[config.mk]
export PLATFORM = sky130hd
export DESIGN_NAME = multicycle_stall_ctrl
export DESIGN_NICKNAME = d
export VERILOG_FILES = /design/src/rtl/multicycle_stall_ctrl.sv
export SDC_FILE = /design/constraint.sdc
export NUM_CORES = 1
export LEC_CHECK = 0
export ABC_AREA = 1
export CAP_MARGIN = 40
export CELL_PAD_IN_SITES_DETAIL_PLACEMENT = 0
export CELL_PAD_IN_SITES_GLOBAL_PLACEMENT = 1
export CORE_MARGIN = 5
export CORE_UTILIZATION = 33
export DETAILED_ROUTE_END_ITERATION = 10
export PLACE_DENSITY = 0.83
export SLEW_MARGIN = 20
export SYNTH_ARGS = -nofsm -noshare
export SYNTH_HDL_FRONTEND = slang
export SYNTH_SLANG_ARGS = --single-unit
[constraint.sdc]
create_clock -name clk -period 1.8 [get_ports clk]
set_clock_uncertainty 0.05 [all_clocks]
set_input_delay 0.27 -clock clk [delete_from_list [all_inputs] [get_ports clk]]
set_output_delay 0.27 -clock clk [all_outputs]
set_load 0.05 [all_outputs]
[src/rtl/multicycle_stall_ctrl.sv]
// multicycle_stall_ctrl: N-channel stall sequencer for multi-cycle EX/MEM units.
// Each channel holds the pipeline until its op latency expires, then pulses done.
module multicycle_stall_ctrl #(
   parameter int                        NUM_CH  = 2,
   parameter int                        CNT_W   = 6,
   // ch0 = dmem (1 cycle), ch1 = divider (33 cycles)
   parameter logic [NUM_CH*CNT_W-1:0]   LAT_VEC = {6'd33, 6'd1},
   parameter logic [NUM_CH-1:0]         DYN_LAT = {NUM_CH{1'b0}}
) (
   input  logic                       clk,
   input  logic                       resetn,
   input  logic [NUM_CH-1:0]          start_i,
   input  logic [NUM_CH*CNT_W-1:0]    lat_i,
   input  logic [NUM_CH-1:0]          flush_i,
   input  logic                       adv_i,
   output logic                       stall_o,
   output logic [NUM_CH-1:0]          ch_stall_o,
   output logic [NUM_CH-1:0]          unit_clr_o,
   output logic [NUM_CH-1:0]          busy_o,
   output logic [NUM_CH-1:0]          done_o,
   output logic [31:0]                stall_cnt_o
);

   localparam logic [1:0] ST_IDLE = 2'd0;
   localparam logic [1:0] ST_BUSY = 2'd1;
   localparam logic [1:0] ST_WAIT = 2'd2;

   localparam logic [CNT_W-1:0] ONE = CNT_W'(1);

   logic [1:0]       state   [NUM_CH];
   logic [CNT_W-1:0] cnt     [NUM_CH];
   logic [CNT_W-1:0] lat_eff [NUM_CH];
   logic [NUM_CH-1:0] hold;
   logic [NUM_CH-1:0] accept;
   logic [NUM_CH-1:0] multi;
   logic [NUM_CH-1:0] finish;

   // Combinational outputs are qualified with resetn so everything reads 0 during reset.
   always_comb begin
      // NOTE: every output of this block gets a default before the loop so no latch is inferred.
      accept     = '0;
      multi      = '0;
      finish     = '0;
      ch_stall_o = '0;
      unit_clr_o = '0;
      done_o     = '0;
      for (int c = 0; c < NUM_CH; c++) begin
         lat_eff[c] = DYN_LAT[c] ? lat_i[c*CNT_W +: CNT_W] : LAT_VEC[c*CNT_W +: CNT_W];
         multi[c]   = lat_eff[c] > ONE;
         accept[c]  = resetn && (state[c] == ST_IDLE) && start_i[c] && !flush_i[c]
                      && !hold[c] && (lat_eff[c] != '0);
         finish[c]  = resetn && (state[c] == ST_BUSY) && !flush_i[c] && (cnt[c] == ONE);
         unit_clr_o[c] = accept[c];
         done_o[c]     = (accept[c] && !multi[c]) || finish[c];
         ch_stall_o[c] = (accept[c] && multi[c])
                         || (resetn && (state[c] == ST_BUSY) && !flush_i[c] && (cnt[c] > ONE));
      end
   end

   assign stall_o = |ch_stall_o;

   always_comb begin
      busy_o = '0;
      for (int c = 0; c < NUM_CH; c++) busy_o[c] = (state[c] == ST_BUSY);
   end

   // hold blocks a still-asserted start_i from relaunching the op that just finished
   always_ff @(posedge clk or negedge resetn) begin
      if (!resetn) begin
         for (int c = 0; c < NUM_CH; c++) begin
            state[c] <= ST_IDLE;
            cnt[c]   <= '0;
         end
         hold <= '0;
      end else begin
         for (int c = 0; c < NUM_CH; c++) begin
            // NOTE: state registers use non-blocking assignment so every channel sees pre-edge values.
            case (state[c])
               ST_IDLE: begin
                  if (!start_i[c] || flush_i[c]) hold[c] <= 1'b0;
                  if (accept[c] && multi[c]) begin
                     state[c] <= ST_BUSY;
                     cnt[c]   <= lat_eff[c] - ONE;
                  end else if (accept[c] && !adv_i) begin
                     state[c] <= ST_WAIT;
                  end
               end
               ST_BUSY: begin
                  if (flush_i[c]) begin
                     state[c] <= ST_IDLE;
                     hold[c]  <= 1'b0;
                  end else if (cnt[c] == ONE) begin
                     state[c] <= adv_i ? ST_IDLE : ST_WAIT;
                     hold[c]  <= 1'b1;
                  end else begin
                     cnt[c] <= cnt[c] - ONE;
                  end
               end
               ST_WAIT: begin
                  if (flush_i[c]) begin
                     state[c] <= ST_IDLE;
                     hold[c]  <= 1'b0;
                  end else if (adv_i) begin
                     state[c] <= ST_IDLE;
                     hold[c]  <= 1'b1;
                  end
               end
               default: state[c] <= ST_IDLE;
            endcase
         end
      end
   end

   always_ff @(posedge clk or negedge resetn) begin
      if (!resetn)                            stall_cnt_o <= '0;
      else if (stall_o && stall_cnt_o != '1)  stall_cnt_o <= stall_cnt_o + 32'd1;
   end

endmodule

==> summary.txt <==
Status
  – Status: finished with violations
  – Failing checks: setup timing

Timing
  – Tmin final: 1.81 ns
  – Max_slew headroom: 0.610
  – Fmax: 551 MHz
  – RSZ-0062 raised after global routing: yes
  – Max-slew violations: 0
  – Slew of the pin with the lowest slew margin: 0.585 ns
  – Final Hold Viols: 0
  – Period utilisation layout: 1.01
  – Final setup margin: -0.0148 ns
  – Setup-failing EPs final: 3

Yosys
  – Count leader, synth: nand2_1
  – Main synth FF type: dfrtp_1
  – Post-synth EDFFs: 0
  – Top post-synthesis cells by count: nand2_1 (208), nor2_1 (60), dfrtp_1 (43)
  – Cell Area, Synth: 2940 um2
  – Synth warn: 0
  – Synth unique cells: 26
  – Syn Inst Count: 452
  – Sequential element share of the synthesized area: 0.366
  – Dominant cell type by area after synthesis: dfrtp_1
  – Async set-reset flop share out of synthesis: 1.00
  – Top-area cell type share of the netlist area: 0.366
  – Number of synthesized register bits: 43
  – Synth top area cells: dfrtp_1 (37%), nand2_1 (27%), nor2_1 (7.7%), inv_1 (5.1%), nand3_1 (4.9%)
  – Post-synthesis average cell area: 6.51 um2

Worst setup path
  – Crit-path max FO: 3
  – Critical path's top delay family: flip-flops
  – FF-to-FF Start: state[1]
  – Reg-to-Reg End: stall_cnt_o[20]
  – Reg2Reg Depth: 11
  – Critical Path, Cell by Cell: inv_2, ha_4, inv_4, nor3_2, nand2_2, nand2_4, buf_12
  – Kind of end point of the critical path: output port
  – Reg-to-reg slack, setup: 0.06 ns
  – Largest stage delay, worst path: 0.40 ns
  – CP Launch Type: flip-flop
  – Critical path arrival: 1.49 ns
  – Worst path bufs/invs: 3
  – CP required: 1.48 ns
  – Crit Path Class: flip-flop to output port
  – Slowest cell on crit path: dfrtp_1

Pwr
  – Pwr Density: 909 nW/um2
  – Leakage power: 1.98 nW
  – Peak VDD IR: 0.814 mV

Clock network
  – H-Tree Depth: 2
  – TritonCTS clock tree: done
  – CTS Buffer Depth: 2
  – CTS buffer count: 5
  – Clock-pin slew on the worst setup and hold paths: 0.09 ns
  – Hold-fix buffers at CTS: 0
  – Root Driver: clkbuf_8
  – Clock sinks: 43
  – Clk_lat worst skew: 0.30 ns

Routing
  – Via Count: 3020
  – DRC errors left: 0
  – Detailed Routing Iterations Pass 1: 4
  – Routed wire length: 8430 um
  – Wire per inst: 13.0 um
  – Via density: 4.67
  – Initial DRC count: 115
  – Post-DRT Antenna Nets: 0

Global route
  – GRT Total Usage: 0.157
  – First-pass GRT wire length: 14200 um
  – Vias in the first global route: 3046
  – Largest net degree at the start of global routing: 44
  – Gr ovfl total: 0
  – Met2 usage: 0.267
  – Initial antenna violation count: 0
  – Routing usage on met1: 0.195
  – GR peak layer: met2
  – GR Util met3: 0.0317

Floorplanning
  – Core box area: 8720 um2
  – Starting Density: 0.337
  – Chip Height: 104 um
  – Die area: 10900 um2
  – FP Rows: 34
  – Ports: 60
  – Die Width: 104 um

Placement
  – DP Area: 3710 um2
  – GP Congestion: 0.859
  – Dpl hpwl: 6140 um
  – I/O Buffers: 45
  – Worst slack, placed: -0.0716 ns

Finish
  – FILL cells: 878
  – Share of layout cells above drive strength 1: 0.280
  – N_diodes: 0
  – Design area: 4130 um2
  – Area growth syn-to-layout: 40.2%
  – Nets: 564

Worst hold path
  – Hold Path Class: input pin to asynchronous set/reset pin

Flow run
  – Max Cap Viol: 0
[cell families after synthesis]
family / Yosys count / share of synthesized area
other: 1 / 0.00127
AOI/OAI and AO/OA: 20 / 0.0349
buffers and inverters: 50 / 0.0799
DFF: 43 / 0.366
and+or+nand+nor: 318 / 0.450
xor gates and xnor gates: 13 / 0.0387
adders and majority gates: 7 / 0.0298
[how the worst max path moves through the flow]
stage | start | endpoint | slack, ns | cells past startpoint
finish | state[1] | ch_stall_o[1] | -0.01 | 7
global route | cnt[0] | ch_stall_o[1] | -0.1 | 8
CTS | state[1] | done_o[1] | -0.03 | 5
detailed placement | start_i[1] | cnt[4] | -0.07 | 8
global placement | start_i[1] | cnt[4] | -0.04 | 8
floorplan | state[1] | stall_cnt_o[28] | -0.003 | 10
[routing by layer]
layer  vias to the layer above  share of wire  wire, um
li1                       1555              -         -
met1                      1386           0.45      3770
met2                        61           0.48      4080
met3                        18          0.042       358
met4                         0          0.026       219
met5                         -              0         0
[report_power, final]
group          internal (mW)  switching, mW
clock                  0.449          0.348
combinational          0.732          0.965
sequential              1.10          0.160
total                   2.28           1.47
[stage by stage]
step	instances	util	setup TNS, ns	power (mW)	hold slack, ns
after floorplan	453	-	-0.0326	2.12	-0.0756
after global placement	620	0.426	-0.393	2.48	0.418
final	647	0.473	-0.0375	3.75	0.0524
after detailed placement	620	0.426	-1.65	2.52	0.428
after global routing	647	0.473	-0.631	4.01	0.113
after CTS	642	0.459	-0.0648	3.60	0.0955
[area by class of cell]
type	instances	area [um2]	share of cell area
flip-flops and latches	43	1100	0.267
multi-input cells	360	1800	0.437
clock buffers	6	82.6	0.0200
inverters	41	164	0.0397
clock inverters	2	35.0	0.00849
repair buffers	87	806	0.195
well taps	108	135	0.0327
[sequential cells by signal, indices dropped and copies added (netlist names)]
register / cells
hold: 2
stall_cnt_o: 32
state: 3
cnt: 6
[placed cells by master, fill, tap and decap left out, types with 6 or more instances in the layout]
cell type,instances
nor2_1,57
o21ai_0,10
buf_4,70
clkbuf_8,6
inv_2,6
inv_1,33
dfrtp_2,21
nand2_2,8
xor2_1,8
dfrtp_1,22
nand2_1,201
nand3_1,25
buf_12,8
[what timing repair did]
action,4_1_cts,5_1_grt
buffers inserted,16,4
cloned,0,2
pin swaps,11,7
gates resized for setup,23,18
endpoints found under the setup margin,37,43
(Power assumes the default switching activity.)
==> variant 1: new RTL, config.mk and constraints unchanged <==
`CNT_W`: 6 -> 12.
--- a/src/rtl/multicycle_stall_ctrl.sv
+++ b/src/rtl/multicycle_stall_ctrl.sv
@@ -2,7 +2,7 @@
 // Each channel holds the pipeline until its op latency expires, then pulses done.
 module multicycle_stall_ctrl #(
    parameter int                        NUM_CH  = 2,
-   parameter int                        CNT_W   = 6,
+   parameter int                        CNT_W   = 12,
    // ch0 = dmem (1 cycle), ch1 = divider (33 cycles)
    parameter logic [NUM_CH*CNT_W-1:0]   LAT_VEC = {6'd33, 6'd1},
    parameter logic [NUM_CH-1:0]         DYN_LAT = {NUM_CH{1'b0}}
Ports: changed (resized lat_i); port bits go from 60 to 72. The function was not compared with the original's and may differ.
==> variant 1 against the original RTL <==
  * The flow still finishes with violations (setup timing)
  * Setup slack got worse by 0.10 ns
  * Wire length rose by 25%
  * Critical path depth rose by 1
  * Global-route usage rose by 1.4 points
  * Cell count rose by 17%
  * Final area rose by 24%
  * Synthesized area rose by 13%
  * Sequential cell count rose by 4
  * Critical path type unchanged
  * Highest routed layer unchanged
Power is not compared: it rests on default switching activity, and its combinational part moved more than twofold at a synthesized area within 25%.
==> variant 1: results (changes against the original RTL) <==
| Metric | Value |
|---|---|
| Result of the run | complete, but fails checks |
| Failing checks | setup timing |
| Port bufs | 41 (-8.9%) |
| Setup_tns | -1.35 ns (-1.32 ns) |
| Post-DP Area | 4100 sq um (+10%) |
| Final setup fails | 31 (+28) |
| Critical path fanouts, max | 4 (+1) |
| Routed via count | 3541 (+17%) |
| WL/cell | 13.9 microns (+6.7%) |
| Post-synth top cells | nand2_1, nor2_1, dfrtp_1 |
| Final nets | 660 (+17%) |
| Synth unique cells | 31 (+19%) |
| Total track usage | 17.1% (+1.4 points) |
| DRT iter0 DRCs | 169 (+47%) |
| Worst r2r src | state[3] |
| Post-synthesis sequential area ratio | 35.4% (-1.1 points) |
| Worst EP arrival | 1.60 ns (+0.11 ns) |
| Largest registers | stall_cnt_o: 32 flops, cnt: 12 flops, state: 2 flops |
| Final Wtd Congestion | 0.845 (-1.6%) |
| R2R Path End | stall_cnt_o[15] |
| Placed instance count | 694 (+12%) |
| Layout cell share with drive strength beyond 1 | 41.7% (+14 points) |
| Worst-skew pair later-pin latency | 0.32 ns (+0.02 ns) |
| WHS | 0.0278 ns (-0.0246 ns) |
| Number of global-route vias before repair | 3380 (+11%) |
| Worst setup endpoint | stall_o |
| Hpwl dp | 6.79 mm (+11%) |
| Largest net degree at the start of global routing | 48 (+9.1%) |
| R2R Setup Slk | -0.05 ns (-0.11 ns) |
| Final worst slack | -0.118 ns (-0.103 ns) |
| Syn avg cell area | 6.68 sq um (+2.6%) |
| Final wirelength | 10.5 mm (+25%) |
| R2R cell count | 12 (+1) |
[variant 1: logic make-up (layout without fill, tap and decap cells)]
logic type      count (synthesis)  in the layout  synth area share, %
buf+inv                        37            158                 5.99
other cells                     1              4                0.113
compound gates                 10             10                 1.51
fa+ha+maj                       7              7                 2.64
flops                          47             47                 35.4
xor+xnor                       20             20                 5.28
simple gates                  375            377                 49.0
[variant 1: worst reg2reg max path: cells and delay by family (launching register included)]
kind	cells	cell delay [ns]
DFF	1	0.40
buffers and inverters	5	0.60
and+or+nand+nor	6	0.53
adders and majority gates	1	0.16
[variant 1: per-layer routing]
layer  track usage, %  up-vias  routed length [microns]
li1                 -     1777                        -
met1             22.8     1678                     4700
met2             28.9       76                     5110
met3             3.32       10                      574
met4             3.78        0                      127
met5                0        -                        0
[variant 1: timing repair]
action | CTS | global route
endpoints found under the setup margin | 10 | 48
setup buffers | 34 | 17
gates cloned | 1 | 5
hold buffers | 0 | 0
pin swaps | 11 | 43
resized for setup | 24 | 105
[variant 1: final cells by class]
| cell class | count | area (sq um) | area share, % |
|---|---|---|---|
| clock buffer | 6 | 82.6 | 1.62 |
| clock inverter | 2 | 35.0 | 0.686 |
| inverter | 25 | 130 | 2.55 |
| multi-input combinational | 418 | 2330 | 45.7 |
| sequential | 47 | 1190 | 23.4 |
| tap | 133 | 166 | 3.26 |
| timing repair buffer | 123 | 1130 | 22.2 |
| timing repair inverter | 2 | 32.5 | 0.637 |
[variant 1: per-stage QoR]
step | setup slack (ns) | util (%) | total power, mW
2_1_floorplan | -0.0403 | - | 2.98
4_1_cts | -0.162 | 46.6 | 5.14
6_report | -0.118 | 52.2 | 5.93
3_5_place_dp | -0.0455 | 41.9 | 3.59
5_1_grt | -0.203 | 52.2 | 6.33
3_3_place_gp | -0.0400 | 41.9 | 3.54
==> variant 2: new RTL, same flow settings <==
Made on the original files. Put one more register stage on the output `stall_cnt_o`. The value now appears one clock later. The other outputs are not delayed to match.
--- a/src/rtl/multicycle_stall_ctrl.sv
+++ b/src/rtl/multicycle_stall_ctrl.sv
@@ -26,6 +26,8 @@
    localparam logic [1:0] ST_WAIT = 2'd2;
 
    localparam logic [CNT_W-1:0] ONE = CNT_W'(1);
+
+   logic [31:0] stall_cnt_s0;
 
    logic [1:0]       state   [NUM_CH];
    logic [CNT_W-1:0] cnt     [NUM_CH];
@@ -112,8 +114,12 @@
    end
 
    always_ff @(posedge clk or negedge resetn) begin
-      if (!resetn)                            stall_cnt_o <= '0;
-      else if (stall_o && stall_cnt_o != '1)  stall_cnt_o <= stall_cnt_o + 32'd1;
+      if (!resetn)                            stall_cnt_s0 <= '0;
+      else if (stall_o && stall_cnt_s0 != '1)  stall_cnt_s0 <= stall_cnt_s0 + 32'd1;
+   end
+
+   always_ff @(posedge clk) begin
+      stall_cnt_o <= stall_cnt_s0;
    end
 
 endmodule
Formal check against the unedited RTL: not equivalent (a bounded check fails within 4 cycles, from zero or initial values and one cycle with resetn low).
==> variant 2 against the original RTL <==
  * The flow still finishes with violations (setup timing)
  * Combinational power about the same
  * Critical path depth increased by 1
  * Sequential cell count increased by 32
  * Utilization decreased by 1.8 points
  * Synthesized area increased by 22%
  * Setup slack got worse by 0.025 ns
  * Clock power increased by 72%
  * Wire length increased by 9.3%
  * Final area increased by 18%
  * First-iteration DRC count increased by 15%
  * Total power increased by 35%
  * Critical path type unchanged
  * Largest power group is now sequential cells
==> variant 2: results (changes against the original RTL) <==
| Metric | Value |
|---|---|
| Routed via count | 3297 (+9.2%) |
| Placed instance count | 686 (+11%) |
| Largest net degree at the start of global routing | 33 (-25%) |
| Worst r2r src | state[0] |
| CTS H-tree depth | 3 (+1) |
| TritonRoute pass-1 iters | 6 (+2) |
| Layout cell share with drive strength beyond 1 | 23.2% (-4.8 points) |
| Peak VDD IR | 0.479 mV (-41%) |
| Clock slew at reported path FFs | 0.08 ns |
| WL/cell | 12.7 microns (-2.8%) |
| Post-synth ARST share | 57.3% (-43 points) |
| Relative slew slack | 66.5% (+5.5 points) |
| Num CTS Buffers | 9 (+4) |
| Final setup fails | 2 (-1) |
| Top post-synthesis cells by area | dfrtp_1, nand2_1, dfxtp_1, nor2_1, inv_1 |
| Post-synthesis sequential area ratio | 47.8% (+11 points) |
| Syn avg cell area | 7.37 sq um (+13%) |
| Leak | 2.35 nW (+18%) |
| Final Wtd Congestion | 0.868 (+1.1%) |
| Final wirelength | 9.21 mm (+9.3%) |
| First-pass GRT wire length | 14.9 mm (+5.1%) |
| DRT iter0 DRCs | 132 (+15%) |
| CP max stage delay | 0.44 ns (+0.04 ns) |
| Net Sw Frac | 33.8% (-5.4 points) |
| Largest registers | stall_cnt_o: 32 flops, stall_cnt_s0: 32 flops, cnt: 6 flops |
| Worst-skew pair later-pin latency | 0.35 ns (+0.05 ns) |
| Fillcell total | 1108 (+26%) |
| Critical Path Source | cnt[0] |
| Final worst slack | -0.0395 ns (-0.0247 ns) |
| Failing checks | setup timing |
| Post-synth top cells | nand2_1, nor2_1, dfrtp_1 |
| Hpwl dp | 6.50 mm (+5.9%) |
| Synth unique cells | 25 (-3.8%) |
| Final nets | 608 (+7.8%) |
| Result of the run | complete, but fails checks |
## variant 2: worst paths after layout
| check | slack (ns) | cells past startpoint | endpoint |
|---|---|---|---|
| setup / recovery | -0.04 | 8 | ch_stall_o[1] |
| hold / removal | 0.007 | 2 | cnt[2] |
| setup reg to reg | 0.06 | 11 | stall_cnt_s0[10] |
| hold reg to reg | 0.38 | 0 | stall_cnt_o[16] |
| max in group asynchronous | 0.95 | 3 | state[0] |
| min in group clk | 0.38 | 0 | stall_cnt_o[16] |
## variant 2: layout make-up
cell class | instances | area [sq um] | share of cell area [%]
clock buffer | 12 | 165 | 3.38
clock inverter | 4 | 47.5 | 0.973
timing repair buffer | 92 | 846 | 17.3
inverter | 43 | 169 | 3.46
tap | 140 | 175 | 3.58
multi-input combinational | 361 | 1760 | 36.1
sequential | 75 | 1720 | 35.2
## variant 2: stage by stage
stage	cell area, sq um	total power, mW	setup TNS [ns]	utilization (%)	setup WS (ns)
CTS	4740	4.85	-0.124	44.1	-0.0379
detailed placement	4350	3.26	-1.77	40.5	-0.0777
finish	4890	5.08	-0.0781	45.5	-0.0395
floorplan	3640	2.88	0	-	0.0252
global placement	4350	3.22	-0.710	40.5	-0.0350
global route	4890	5.35	-0.322	45.5	-0.0913
## variant 2: timing repair
item	in CTS	in global routing
gates cloned	0	1
hold buffers	1	0
gates resized for setup	21	20
endpoints found under the hold margin	14	0
setup endpoints to repair	33	44
pin swaps	7	7
buffers inserted	16	7
## variant 2: worst register-to-register path, delay by kind of cell, from the launching register on
kind | cells | cell delay (ns)
and+or+nand+nor | 7 | 0.55
DFF | 1 | 0.44
buffers and inverters | 3 | 0.44
adders and majority gates | 1 | 0.15
## variant 2: cells by family after synthesis
kind of cell | after synthesis | synth area share, %
adder cells (fa/ha/maj) | 7 | 2.44
AND/OR/NAND/NOR | 317 | 36.2
buffers and inverters | 52 | 6.97
AO/OA/AOI/OAI | 20 | 2.79
XOR/XNOR | 15 | 3.66
other | 1 | 0.104
flip-flops | 75 | 47.8
## variant 2: per-layer routing
layer | routed length (microns) | track usage [%]
met3 | 338 | 2.43
met4 | 225 | 6.41
met5 | 0 | 0
met2 | 4450 | 24.3
met1 | 4190 | 17.8
## variant 2: power groups by stage
stage / sequential [mW] / combinational, mW / clock [mW]
final: 2.00 / 1.70 / 1.37
after global routing: 2.03 / 1.84 / 1.48
after CTS: 1.99 / 1.46 / 1.39
after detailed placement: 2.02 / 1.24 / 0
after global placement: 2.01 / 1.21 / 0
after floorplan: 2.14 / 0.735 / 0
